## config.mk

```make
export PLATFORM = sky130hd
export DESIGN_NAME = alu_nibble_sequencer
export DESIGN_NICKNAME = d
export VERILOG_FILES = /design/src/rtl/alu_seq_pkg.sv /design/src/rtl/alu_nibble_sequencer.sv
export SDC_FILE = /design/constraint.sdc
export NUM_CORES = 1
export LEC_CHECK = 0
export ABC_AREA = 1
export BUFFER_PORTS_ARGS = -buffer_cell sky130_fd_sc_hd__buf_4
export CORE_MARGIN = 5
export CORE_UTILIZATION = 45
export DETAILED_ROUTE_END_ITERATION = 12
export GPL_TIMING_DRIVEN = 0
export PLACE_DENSITY = 0.78
export SETUP_SLACK_MARGIN = 0.05
export SLEW_MARGIN = 20
export SYNTH_ARGS = -nofsm -noshare
export SYNTH_HDL_FRONTEND = slang
export SYNTH_SLANG_ARGS = --single-unit
```

## constraint.sdc

```tcl
create_clock -name clk -period 1.4 [get_ports clk]
set_input_delay 0.14 -clock clk [delete_from_list [all_inputs] [get_ports clk]]
set_output_delay 0.14 -clock clk [all_outputs]
set_load 0.02 [all_outputs]
```

## src/rtl/alu_seq_pkg.sv

```systemverilog
// Shared types and helpers for the nibble-serial 74181 sequencer.
package alu_seq_pkg;

  localparam int SLICE_W = 4;

  typedef enum logic [1:0] {IDLE, RUN, DONE} seq_state_t;

  function automatic int nibbles(input int width);
    return width / SLICE_W;
  endfunction

endpackage

```

## src/rtl/alu_nibble_sequencer.sv

```systemverilog
// Runs a DATA_WIDTH-bit 74181 operation through one 4-bit slice, LSB nibble first; done NIBBLES+1 cycles after start.
// Optional ALU_SEQ_COLLISION_EN adds a sticky start_err flag for start-while-busy, cleared by clr_err.
module alu_nibble_sequencer
  import alu_seq_pkg::*;
#(
  parameter int DATA_WIDTH = 8
) (
  input  logic                  clk,
  input  logic                  rstb,
  input  logic                  ena,
  input  logic                  start,
  input  logic [DATA_WIDTH-1:0] a,
  input  logic [DATA_WIDTH-1:0] b,
  input  logic [3:0]            s,
  input  logic                  m,
  input  logic                  cn,
  output logic                  busy,
  output logic                  done,
  output logic [DATA_WIDTH-1:0] f,
  output logic                  cout,
  output logic                  equal,
  output logic [3:0]            alu_a,
  output logic [3:0]            alu_b,
  output logic [3:0]            alu_s,
  output logic                  alu_m,
  output logic                  alu_cn,
  input  logic [3:0]            alu_f,
  input  logic                  alu_cn4,
  input  logic                  alu_equal
`ifdef ALU_SEQ_COLLISION_EN
  ,
  input  logic                  clr_err,
  output logic                  start_err
`endif
);

  localparam int NIBBLES = nibbles(DATA_WIDTH);
  localparam int IDX_W   = (NIBBLES > 1) ? $clog2(NIBBLES) : 1;
  localparam logic [IDX_W-1:0] LAST_IDX = IDX_W'(NIBBLES - 1);

  seq_state_t                      state;
  logic [IDX_W-1:0]                idx;
  logic [NIBBLES-1:0][SLICE_W-1:0] a_q, b_q, res_q, res_nx;
  logic [3:0]                      s_q;
  logic                            m_q, cn_q, carry_q, eq_acc;

  always_comb begin
    res_nx      = res_q;
    res_nx[idx] = alu_f;
  end

  // Outside RUN the slice still sees nibble 0 and the latched carry-in, never floating values.
  assign alu_a  = (state == RUN) ? a_q[idx] : a_q[0];
  assign alu_b  = (state == RUN) ? b_q[idx] : b_q[0];
  assign alu_cn = (state == RUN) ? carry_q  : cn_q;
  assign alu_s  = s_q;
  assign alu_m  = m_q;

  always_ff @(posedge clk or negedge rstb) begin
    if (!rstb) begin
      state   <= IDLE;
      idx     <= '0;
      a_q     <= '0;
      b_q     <= '0;
      res_q   <= '0;
      s_q     <= '0;
      m_q     <= 1'b0;
      cn_q    <= 1'b0;
      carry_q <= 1'b1;
      eq_acc  <= 1'b0;
      busy    <= 1'b0;
      done    <= 1'b0;
      f       <= '0;
      cout    <= 1'b1;
      equal   <= 1'b0;
    end else if (ena) begin
      case (state)
        IDLE: begin
          done <= 1'b0;
          if (start) begin
            a_q     <= a;
            b_q     <= b;
            s_q     <= s;
            m_q     <= m;
            cn_q    <= cn;
            carry_q <= cn;
            idx     <= '0;
            eq_acc  <= 1'b1;
            busy    <= 1'b1;
            state   <= RUN;
          end
        end
        RUN: begin
          res_q   <= res_nx;
          carry_q <= alu_cn4;
          eq_acc  <= eq_acc & alu_equal;
          if (idx == LAST_IDX) begin
            f     <= res_nx;
            cout  <= alu_cn4;
            equal <= eq_acc & alu_equal;
            done  <= 1'b1;
            state <= DONE;
          end else begin
            idx <= idx + IDX_W'(1);
          end
        end
        DONE: begin
          done  <= 1'b0;
          busy  <= 1'b0;
          state <= IDLE;
        end
        default: state <= IDLE;
      endcase
    end
  end

`ifdef ALU_SEQ_COLLISION_EN
  // A collision in the same cycle as a clear still leaves the flag set.
  always_ff @(posedge clk or negedge rstb) begin
    if (!rstb) begin
      start_err <= 1'b0;
    end else if (ena) begin
      if (start && busy) begin
        start_err <= 1'b1;
      end else if (clr_err) begin
        start_err <= 1'b0;
      end
    end
  end
`endif

endmodule

```

==> impl_metrics.ini <==
[synth]
synth_fa_ha_area_frac = 0
muxShareOfSynthArea = 0
net_count_after_synthesis = 274
post_synth.cell_area_avg_sq_um = 8.04
dominant_combinational_cell_family_by_area_after_synthesis = simple AND/OR/NAND/NOR gates
synth_largest_type_area_fraction = 0.527
postSynthCellCount = 242
synthesis.area_sq_um = 1950
synth_simple_gate_area_frac = 0.289
yosysSeqAreaShare = 0.554
post_synth_xor_area_fraction = 0
fraction_of_the_mapped_netlist_area_in_compound_gates = 0.0668
synth_seq_cells = 43
yosysUniqueCellTypes = 19
synth_warnings = 0
synth_largest_area_cell = dfrtp_1
synthTopCellsByArea = dfrtp_1 (53%), nand2_1 (20%), o21ai_1 (5.7%)

[global_routing]
final_global_route_overflow_total = 0
globalRouteTotalUtil = 0.181
grt_most_used_layer = met2
gr-usage-met1 = 0.229
pin_count_of_the_biggest_net_entering_global_routing = 44
first_pass_grt_wire_length_mm = 7.71
gr-usage-met2 = 0.294
grtUsageMet3 = 0.0462
initial_antenna_violation_count = 0
via_count_of_the_first_global_routing_pass = 1665

[route]
drc = 0
final_wl_mm = 4.75
antenna_left = 0
dr_total_vias = 1787
drt-vias-per-instance = 4.83
average_wire_per_cell_in_the_routed_design_microns = 12.8
detailedRoute.firstPassIterationCount = 4
dr.first_iter.drc_count = 134

[clock_network]
cts_buffers = 5
cts_max_level = 2
maximum_clock_insertion_buffer_count = 2
tritoncts_num_sinks = 43
clock_tree_from_tritoncts = yes
cts.root.buffer_cell = clkbuf_8
cts.clk_slew.worst_paths_ns = 0.08
worst_skew_pair.late_latency_ns = 0.30

[timing]
grt_setup_unrepaired = true
setup-violations-final = 9
crit_path_time_final_ns = 1.47
clock_skew_ns = 0.00656
layout_worst_path_cycle_share = 1.05
least_margin_pin_slew_ns = 0.526
timing_hold_violations_final = 0
max_clock_freq_mhz = 679
maxSlewViolCount = 0
timing.slew.headroom = 0.650
setup_slack_ns = -0.0734

[critical_path]
setup.worst_path.start_class = register
critPathArrivalTime_ns = 1.33
worstSetupPathType = register to primary output
worst_setup_path_end_kind = primary output
crit_path_max_fanout = 5
worst_ep_required_time_ns = 1.26

[final_layout]
layout-area-overhead-vs-synth_pct = 41.6
diodes = 0
multiInputGateArea_sq_um = 774
post_route_cells_drive_above_1_share = 0.343
fillCellCount = 379
fin_cells = 370
total_area_of_sequential_cells_sq_um = 1080
final_nets = 349
stdcell_area_sq_um = 2760

[placed_design]
placement.cell_area_sq_um = 2440
finalWeightedCongestion = 0.796
dp.final_hpwl_mm = 3.14
portBuffers = 57
dpl.cell_count = 351

[power]
vdd_drop_max_v = 0.00123
leakage_uw = 0.00155
power_density_nw_per_um2 = 2230

[die]
floorplan.die_area_sq_um = 5740
fp-row-count = 24
fp.coreArea_sq_um = 4260
starting_density = 0.457
number_of_primary_i_o_pins = 58
vertical_die_dimension_microns = 75.8
chipWidth_microns = 75.8

[run_status]
failed_checks = negative setup slack
status = finished with violations

[worst_hold_path]
hp-class = primary input to register

[flow_run]
max_cap_viols = 0
-- cell usage in the layout (no fill, tap or decap), types with 2 or more instances in the layout --
cell / Yosys / routed
buf_4: 1 / 59
nand2_2: 2 / 8
o21ai_1: 22 / 22
nand2_4: 1 / 3
nor2_1: 3 / 2
nand2_1: 103 / 95
nand3_4: 0 / 2
nand3_2: 1 / 5
inv_2: 2 / 2
o21ai_0: 3 / 3
clkbuf_8: 0 / 5
dfstp_2: 2 / 2
nand3_1: 21 / 16
buf_6: 2 / 16
dfrtp_1: 41 / 40
inv_1: 28 / 27
-- where the power goes --
part | switching, uW | internal (uW)
sequential | 362 | 1860
clock | 420 | 348
combinational | 1770 | 1380
-- layout make-up --
cell class | instances | area share
flip-flops and latches | 43 | 0.392
multi-input cells | 160 | 0.281
repair buffers | 67 | 0.197
inverters | 30 | 0.0417
plain buffers | 10 | 0.0345
clock buffers | 6 | 0.0263
well taps | 52 | 0.0236
clock inverters | 2 | 0.00454
-- worst max-delay path, cell delays in order, from the launching register on --
cell     delay [ns]
dfrtp_1        0.40
inv_2          0.09
nand2_4        0.06
inv_4          0.08
buf_6          0.13
nand3_1        0.07
nand2_1        0.08
buf_6          0.12
-- per-layer routing --
layer,vias up,share of wire
met2,45,0.50
li1,896,-
met5,-,0
met3,7,0.064
met1,839,0.42
met4,0,0.018
-- through the flow --
stage | hold slack [ns] | power (uW) | TNS (ns) | utilization | worst slack, ns
2_1_floorplan | -0.156 | 3780 | 0 | - | 0.196
3_3_place_gp | 0.163 | 4770 | -0.382 | 0.572 | -0.0620
3_5_place_dp | 0.160 | 4840 | -0.208 | 0.572 | -0.0394
4_1_cts | 0.0728 | 6030 | -0.371 | 0.629 | -0.0520
5_1_grt | 0.0721 | 6600 | -1.04 | 0.647 | -0.138
6_report | 0.0728 | 6140 | -0.502 | 0.647 | -0.0734
-- cell usage after synthesis --
master,n
buf_6,2
o21ai_1,22
nor3_1,1
nand3_1,21
nand2_4,1
nand3_2,1
inv_2,2
nand2_2,2
inv_1,28
o21ai_0,3
dfstp_2,2
dfrtp_1,41
a21oi_1,1
nor2_1,3
buf_4,1
nor2_8,1
nand2_1,103
buf_2,6
buf_1,1
-- sequential cells by signal (all words and copies together), names as in the netlist --
register,cells
busy,1
alu_m,1
state,2
f,8
cn_q,1
done,1
idx,1
res_q,4
cout,1
a_q,8
carry_q,1
eq_acc,1
alu_s,4
equal,1
b_q,8
-- worst paths after layout --
path	start	endpoint	slack (ns)	depth (start not counted)
max reg2reg	state[1]	f[7]	0.12	8
max	state[1]	alu_b[2]	-0.07	7
max in group asynchronous	rstb	state[0]	0.65	2
min reg2reg	cout	cout	0.47	2
min in group asynchronous	rstb	idx	0.35	2
min	b[1]	b_q[1]	0.07	3
-- cell families after synthesis --
group,after synthesis
AOI/OAI and AO/OA,26
and+or+nand+nor,133
DFF,43
buffers and inverters,40
-- what timing repair did --
action,in CTS,in global routing
endpoints found under the setup margin,9,35
cloned,1,1
pin swaps,10,5
setup buffers,4,4
hold buffers,1,0
endpoints found under the hold margin,41,0
resized for setup,34,13
No activity file was read; power rests on OpenSTA's default activity.
